--- src/rtl/serial_slice_comparator.sv ---
// rtl/serial_slice_comparator.sv - multi-cycle magnitude comparator sharing one 2-bit slice compare cell

// Compares one 2-bit slice pair; the only compare logic in the comparator.
module slice_cmp2 (
    input  logic [1:0] a_i,
    input  logic [1:0] b_i,
    output logic       gt_o,
    output logic       eq_o,
    output logic       lt_o
);

    // Purely combinational 2-bit magnitude compare.
    always_comb begin
        gt_o = (a_i > b_i);
        eq_o = (a_i == b_i);
        lt_o = (a_i < b_i);
    end

endmodule

// Walks the operand slices MSB first through the shared cell and registers a one-hot result.
module serial_slice_comparator #(
    parameter int WIDTH      = 8,
    parameter bit EARLY_EXIT = 1'b1
) (
    input  logic             clk,
    input  logic             rst_n,
    input  logic             start,
    input  logic [WIDTH-1:0] a_in,
    input  logic [WIDTH-1:0] b_in,
    output logic             busy,
    output logic             done,
    output logic             gt,
    output logic             eq,
    output logic             lt
);

    localparam int NS = WIDTH / 2;
    localparam int IW = (NS > 1) ? $clog2(NS) : 1;
    localparam logic [IW-1:0] IDX_TOP = IW'(NS - 1);

    typedef enum logic [1:0] {
        S_IDLE,
        S_COMPARE,
        S_DONE
    } state_t;

    state_t           state_q, state_d;
    logic [WIDTH-1:0] a_q, a_d;
    logic [WIDTH-1:0] b_q, b_d;
    logic [IW-1:0]    idx_q, idx_d;
    logic             decided_q, decided_d;
    logic             dgt_q, dgt_d;
    logic             gt_q, gt_d;
    logic             eq_q, eq_d;
    logic             lt_q, lt_d;

    logic [1:0]       a_sl;
    logic [1:0]       b_sl;
    logic             cell_gt;
    logic             cell_eq;
    logic             cell_lt;
    logic             slice_ne;
    logic             finish;

    // Route the slice selected by idx into the shared cell.
    always_comb begin
        a_sl = 2'b00;
        b_sl = 2'b00;
        for (int i = 0; i < NS; i++) begin
            if (idx_q == IW'(i)) begin
                a_sl = a_q[2*i +: 2];
                b_sl = b_q[2*i +: 2];
            end
        end
    end

    slice_cmp2 u_cell (
        .a_i  (a_sl),
        .b_i  (b_sl),
        .gt_o (cell_gt),
        .eq_o (cell_eq),
        .lt_o (cell_lt)
    );

    // State register.
    always_ff @(posedge clk or negedge rst_n) begin
        if (!rst_n) begin
            state_q <= S_IDLE;
        end else begin
            state_q <= state_d;
        end
    end

    // Next-state, datapath next values and the final one-hot result.
    always_comb begin
        state_d   = state_q;
        a_d       = a_q;
        b_d       = b_q;
        idx_d     = idx_q;
        decided_d = decided_q;
        dgt_d     = dgt_q;
        gt_d      = gt_q;
        eq_d      = eq_q;
        lt_d      = lt_q;
        slice_ne  = !cell_eq;
        finish    = 1'b0;
        case (state_q)
            S_IDLE: begin
                if (start) begin
                    a_d       = a_in;
                    b_d       = b_in;
                    idx_d     = IDX_TOP;
                    decided_d = 1'b0;
                    dgt_d     = 1'b0;
                    state_d   = S_COMPARE;
                end
            end
            S_COMPARE: begin
                // The most significant unequal slice wins; later slices are ignored.
                if (!decided_q && slice_ne) begin
                    decided_d = 1'b1;
                    dgt_d     = cell_gt;
                end
                finish = (idx_q == '0) || (EARLY_EXIT && slice_ne);
                if (finish) begin
                    state_d = S_DONE;
                    // Load the outputs now so they change in the DONE cycle.
                    if (decided_q) begin
                        gt_d = dgt_q;
                        eq_d = 1'b0;
                        lt_d = !dgt_q;
                    end else if (slice_ne) begin
                        gt_d = cell_gt;
                        eq_d = 1'b0;
                        lt_d = cell_lt;
                    end else begin
                        gt_d = 1'b0;
                        eq_d = 1'b1;
                        lt_d = 1'b0;
                    end
                end else begin
                    idx_d = idx_q - IW'(1);
                end
            end
            S_DONE: begin
                state_d = S_IDLE;
            end
            default: begin
                state_d = S_IDLE;
            end
        endcase
    end

    // Operand, scan and result registers.
    always_ff @(posedge clk or negedge rst_n) begin
        if (!rst_n) begin
            a_q       <= '0;
            b_q       <= '0;
            idx_q     <= '0;
            decided_q <= 1'b0;
            dgt_q     <= 1'b0;
            gt_q      <= 1'b0;
            eq_q      <= 1'b0;
            lt_q      <= 1'b0;
        end else begin
            a_q       <= a_d;
            b_q       <= b_d;
            idx_q     <= idx_d;
            decided_q <= decided_d;
            dgt_q     <= dgt_d;
            gt_q      <= gt_d;
            eq_q      <= eq_d;
            lt_q      <= lt_d;
        end
    end

    assign busy = (state_q != S_IDLE);
    assign done = (state_q == S_DONE);
    assign gt   = gt_q;
    assign eq   = eq_q;
    assign lt   = lt_q;

endmodule
--- config.mk ---
export PLATFORM = sky130hd
export DESIGN_NAME = serial_slice_comparator
export DESIGN_NICKNAME = d
export VERILOG_FILES = /design/src/rtl/serial_slice_comparator.sv
export SDC_FILE = /design/constraint.sdc
export NUM_CORES = 1
export LEC_CHECK = 0
export ABC_AREA = 1
export BUFFER_PORTS_ARGS = -buffer_cell sky130_fd_sc_hd__buf_2
export CELL_PAD_IN_SITES_DETAIL_PLACEMENT = 0
export CELL_PAD_IN_SITES_GLOBAL_PLACEMENT = 1
export CORE_UTILIZATION = 43
export DETAILED_ROUTE_END_ITERATION = 12
export PLACE_DENSITY_LB_ADDON = 0.1
export SLEW_MARGIN = 10
export SYNTH_ARGS = -nofsm -noshare
export SYNTH_HDL_FRONTEND = slang
export SYNTH_SLANG_ARGS = --single-unit
--- constraint.sdc ---
create_clock -name clk -period 4.3 [get_ports clk]
set_input_delay 0.86 -clock clk [delete_from_list [all_inputs] [get_ports clk]]
set_output_delay 0.86 -clock clk [all_outputs]
set_load 0.05 [all_outputs]
Word level (Yosys, flattened, before mapping)
Cells that the tools add are included.
Widths: inputs -> output; s select.
{"block": "op_classes", "add_sub_neg": 1, "n_lt_le_gt_ge": 2, "n_eq_ne": 10, "mux": 25, "reduce_logical": 14}
{"op": "$mux 2", "n": 12}
{"op": "$mux 1", "n": 9}
{"op": "$ne 2x2->1 const B", "n": 4}
{"op": "$pmux 2 s2", "n": 2}
{"op": "$eq 2x2->1 const B", "n": 3}
{"op": "$reduce_and 2->1", "n": 3}
{"op": "$reduce_and 3->1", "n": 2}
{"op": "$eq 2x1->1 const B", "n": 2}
{"op": "$logic_not 2->1", "n": 2}
{"op": "$pmux 1 s2", "n": 2}
{"op": "$reduce_bool 2->1", "n": 2}
{"op": "$logic_not 1->1", "n": 3}
{"op": "$eq 2x2->1", "n": 1}
{"op": "$gt 2x2->1", "n": 1}
{"op": "$lt 2x2->1", "n": 1}
{"op": "$sub 2x1->2 const B", "n": 1}
{"op": "$logic_and 1x1->1", "n": 1}
{"op": "$logic_or 1x1->1", "n": 1}
{"block": "word_totals", "regBits": 25, "output_inout_bits": 5}

Depth between registers and ports, before layout
{"block": "logic_depth", "ltp_word": 10, "mapped_depth": 15}

Modules after synthesis
Synthesis repeated with hierarchy kept, for this count alone.
{"block": "unflattened", "hier_cells": 176, "hier_area_um2": 1336.3}
{"module": "serial_slice_comparator", "n_inst": 1, "cells_per_inst": 165, "area_each_um2": 1271.2, "seq_area_each_um2": 625.6}
{"module": "slice_cmp2", "n_inst": 1, "cells_per_inst": 11, "area_each_um2": 65.1, "seq_area_each_um2": 0.0}

Worst setup path after synthesis
OpenSTA, ideal clock, no wires.
{"block": "synth_timing", "path_kind": "flip-flop to output port", "from": "reg state_q[1]", "to": "out done", "arrival_time_ps": 1146, "required_time_ps": 3440, "path_slack_ps": 2294, "stages_incl_launch_ff": 3, "path_buffers": 0, "cell_sequence": "dfrtp_1 > inv_1 > nor2_1"}
{"block": "synth_between", "elab_chain_cells": 1}
{"element": "start: declaration", "line": "48", "source": "state_t state_q, state_d;"}
{"element": "start signal: assignment", "line": "91", "source": "state_q <= state_d;"}
{"element": "$eq 2x2->1", "line": "179", "source": "assign done = (state_q == S_DONE);"}
{"element": "end: declaration", "line": "32", "source": "output logic done,"}
Every way passes these cells.

Worst setup path after layout
{"block": "layout_timing", "from": "reg idx_q[0]", "to": "reg dgt_q"}
{"block": "layout_between", "elab_chain_cells": 10, "elab_cells_between_ends": 20, "classes_between": "1 x order compare; 5 x eq/ne; 10 x mux; 4 x reduce/logical"}
{"element": "start: declaration", "line": "51", "source": "logic [IW-1:0] idx_q, idx_d;"}
{"element": "start signal: assignment", "line": "169", "source": "idx_q <= idx_d;"}
{"element": "$logic_not 2->1", "line": "71", "source": "if (idx_q == IW'(i)) begin"}
{"element": "$mux 2 (4 in series)", "line": "71"}
{"element": "$eq 2x2->1", "line": "15", "source": "eq_o = (a_i == b_i);"}
{"element": "$logic_not 1->1", "line": "106", "source": "slice_ne = !cell_eq;"}
{"element": "$logic_and 1x1->1", "line": "121", "source": "if (!decided_q && slice_ne) begin"}
{"element": "$ne 2x2->1 (no source line)"}
{"element": "$reduce_and 3->1 (no source line)"}
{"element": "end signal: assignment", "line": "171", "source": "dgt_q <= dgt_d;"}
{"element": "end: declaration", "line": "53", "source": "logic dgt_q, dgt_d;"}
Several ways; a longest one is shown, not always the timed one. The select of a mux whose other input is x is not followed.
A chain may end at the register's enable or synchronous reset.

==> flow_metrics.py <==
metrics = {
    "clock_network": {
        "cts_tree": "yes",
        "ctsResizeCount": 0,
        "cts_sinks": 25,
        "cts_setup_buffers": 0,
        "numCtsBuffers": 3,
        "hold_buffers": 0,
        "clk_latency_ns": 0.31,
        "cts.clk_slew.worst_paths_ns": 0.13,
        "htree_levels": 1,
        "cts_root_buffer": "clkbuf_4",
        "cts_buffer_depth": 2,
    },
    "timing": {
        "worst_pin_slew_ns": 0.5469,
        "setup_viol": 0,
        "clock.fmax_mhz": 443.5,
        "report.final.slew_viol_count": 0,
        "rsz0062_at_grt": "no",
        "fin_crit_sh": 0.5244,
        "clock_skew_ns": 0.002045,
        "timing.setup.tns_ns": 0,
        "slew_headroom": 0.6354,
        "finalCriticalPeriod_ns": 2.255,
        "finalHoldViolCount": 0,
    },
    "worst_setup_path": {
        "regToRegEndpoint": "dgt_q",
        "r2r-start": "idx_q[0]",
        "arrival_ns": 2.46,
        "critical_path_required_ns": 4.51,
        "worstSetupPathType": "reg2reg",
        "endpoint": "dgt_q",
        "worstSetupStartpointType": "register",
        "cp-startpoint": "idx_q[0]",
        "r2r_cells": 14,
        "cp_max_fo": 6,
        "end_kind": "register",
        "r2r_slack_ns": 2.04,
    },
    "global_routing": {
        "grt_pass1_vias": 1011,
        "grt_pass1_wl_um": 4326,
        "grt_max_degree": 26,
        "overflow": 0,
        "track_usage": 0.1702,
        "antenna_found_initial": 0,
    },
    "synth": {
        "synth_cell_types": 20,
        "ys_seq_elements": 25,
        "syn_avg_cell_area_um2": 8.227,
        "ys_seq_area_frac": 0.4753,
        "syn_nets": 185,
        "yosysWarnings": 0,
        "syn_inst": 160,
        "syn_area_um2": 1316,
    },
    "die": {
        "rows": 19,
        "start_util": 0.4653,
        "die-area_um2": 3286,
        "die_y_um": 57.33,
        "io_pins": 24,
        "core_area_um2": 2829,
        "die_w_um": 57.33,
    },
    "drt": {
        "highest_layer": "met4",
        "antenna_left": 0,
        "firstDrtPassIters": 4,
        "met3WireLength_um": 79,
        "wl_per_cell_um": 10.98,
        "drt_iter0_markers": 31,
        "route.detailed.drc": 0,
        "num_vias": 1051,
        "via_per_inst": 4.866,
        "wl_met2_um": 1159,
        "met1_length_um": 1123,
        "wirelength_um": 2372,
    },
    "final_layout": {
        "antenna_cells": 0,
        "final_cell_mix": "nand2_1, dfrtp_1, buf_2",
        "final_util": 0.5179,
        "layout.nets": 211,
        "syn2layout_area_growth_pct": 11.31,
        "layout-drive-gt1-share": 0.2378,
        "final_common_cell": "nand2_1",
    },
    "power": {
        "p_seq_frac": 0.335,
        "p_clk_frac": 0.084,
        "p_leak_uw": 0.0008291,
        "power.density_nw_per_um2": 840.5,
        "p_int_uw": 612.7,
        "share_comb_of_total_power": 0.581,
        "power.switching_uw": 618.8,
        "switching_share": 0.5025,
        "vdd_drop_max_mv": 0.2725,
    },
    "place": {
        "numPortBuffers": 23,
        "dp_hpwl_um": 1776,
        "gp_congestion": 0.7746,
    },
    "run_status": {
        "outcome": "finished, final reports clean",
    },
    "worst_hold_path": {
        "hp-start": "a_q[6]",
        "hp-class": "reg2reg",
    },
    "run": {
        "drv_cap": 0,
    },
}
[cells in the mapped netlist, drive strengths merged]
cell / n / area share
buf: 2 / 0.024
inv: 17 / 0.052
a21oi: 6 / 0.023
o22ai: 1 / 0.0095
o211ai: 4 / 0.023
nand2: 79 / 0.25
o21ai: 8 / 0.033
dfrtp: 25 / 0.48
nor2: 8 / 0.034
nand3: 4 / 0.019
ha: 6 / 0.057
[routing by layer]
metal,GRT usage,vias to the layer above
li1,-,545
met1,0.2229,479
met2,0.2908,25
met3,0.02721,2
met4,0.05226,0
met5,0,-
[area by class of cell]
cell class                      count  area [um^2]
Clock buffer                        4        26.28
Fill cell                         300         1364
Multi-Input combinational cell    116        590.6
Timing Repair Buffer               23        115.1
Sequential cell                    25        625.6
Inverter                           17        68.82
Tap cell                           31        38.79
[critical path, cell delays in order (launching register included)]
cell	delay, ns
dfrtp_1	0.44
inv_1	0.12
ha_1	0.32
nand2_1	0.10
nand2_1	0.06
o211ai_1	0.08
nand2_1	0.07
o21ai_0	0.08
ha_1	0.30
nand2_1	0.16
nand2_1	0.14
nand2_1	0.08
nand3_1	0.07
nand2_1	0.06
o21ai_0	0.07
[logic make-up (layout without fill, tap and decap cells)]
| kind of cell | after synthesis | after routing | synth area share |
|---|---|---|---|
| buf+inv | 19 | 44 | 0.07604 |
| fa+ha+maj | 6 | 6 | 0.05703 |
| compound gates | 19 | 19 | 0.08840 |
| flops | 25 | 25 | 0.4753 |
| simple gates | 91 | 91 | 0.3032 |
[flip-flops by register name, indices dropped and copies added (netlist names)]
name       cells
gt             1
dgt_q          1
idx_q          2
lt             1
decided_q      1
a_q            8
b_q            8
state_q        2
eq             1
[power groups by stage]
stage | logic, uW | clock network (uW) | registers [uW]
after floorplan | 555 | 0 | 440
after global placement | 702 | 0 | 421
after detailed placement | 718 | 0 | 420
after CTS | 725 | 108 | 414
after global routing | 826 | 116 | 427
final | 715 | 103 | 413
[worst min-delay path by stage]
stage / cells after the start / slack [ns] / to
floorplan: 2 / 0.44 / b_q[7]
global placement: 2 / 0.47 / a_q[3]
detailed placement: 2 / 0.46 / gt
CTS: 2 / 0.50 / gt
global route: 2 / 0.51 / gt
finish: 2 / 0.49 / a_q[6]
[per-stage QoR]
| stage | area, um^2 | setup WS, ns | total power [uW] | hold slack, ns | cells |
|---|---|---|---|---|---|
| final | 1465 | 2.045 | 1231 | 0.4914 | 216 |
| after CTS | 1465 | 2.031 | 1247 | 0.4967 | 216 |
| after detailed placement | 1439 | 2.069 | 1138 | 0.4636 | 212 |
| after global routing | 1465 | 1.802 | 1369 | 0.5098 | 216 |
| after global placement | 1439 | 2.160 | 1124 | 0.4656 | 212 |
| after floorplan | 1316 | 2.294 | 995.0 | 0.4435 | 160 |
(Power assumes the default switching activity.)
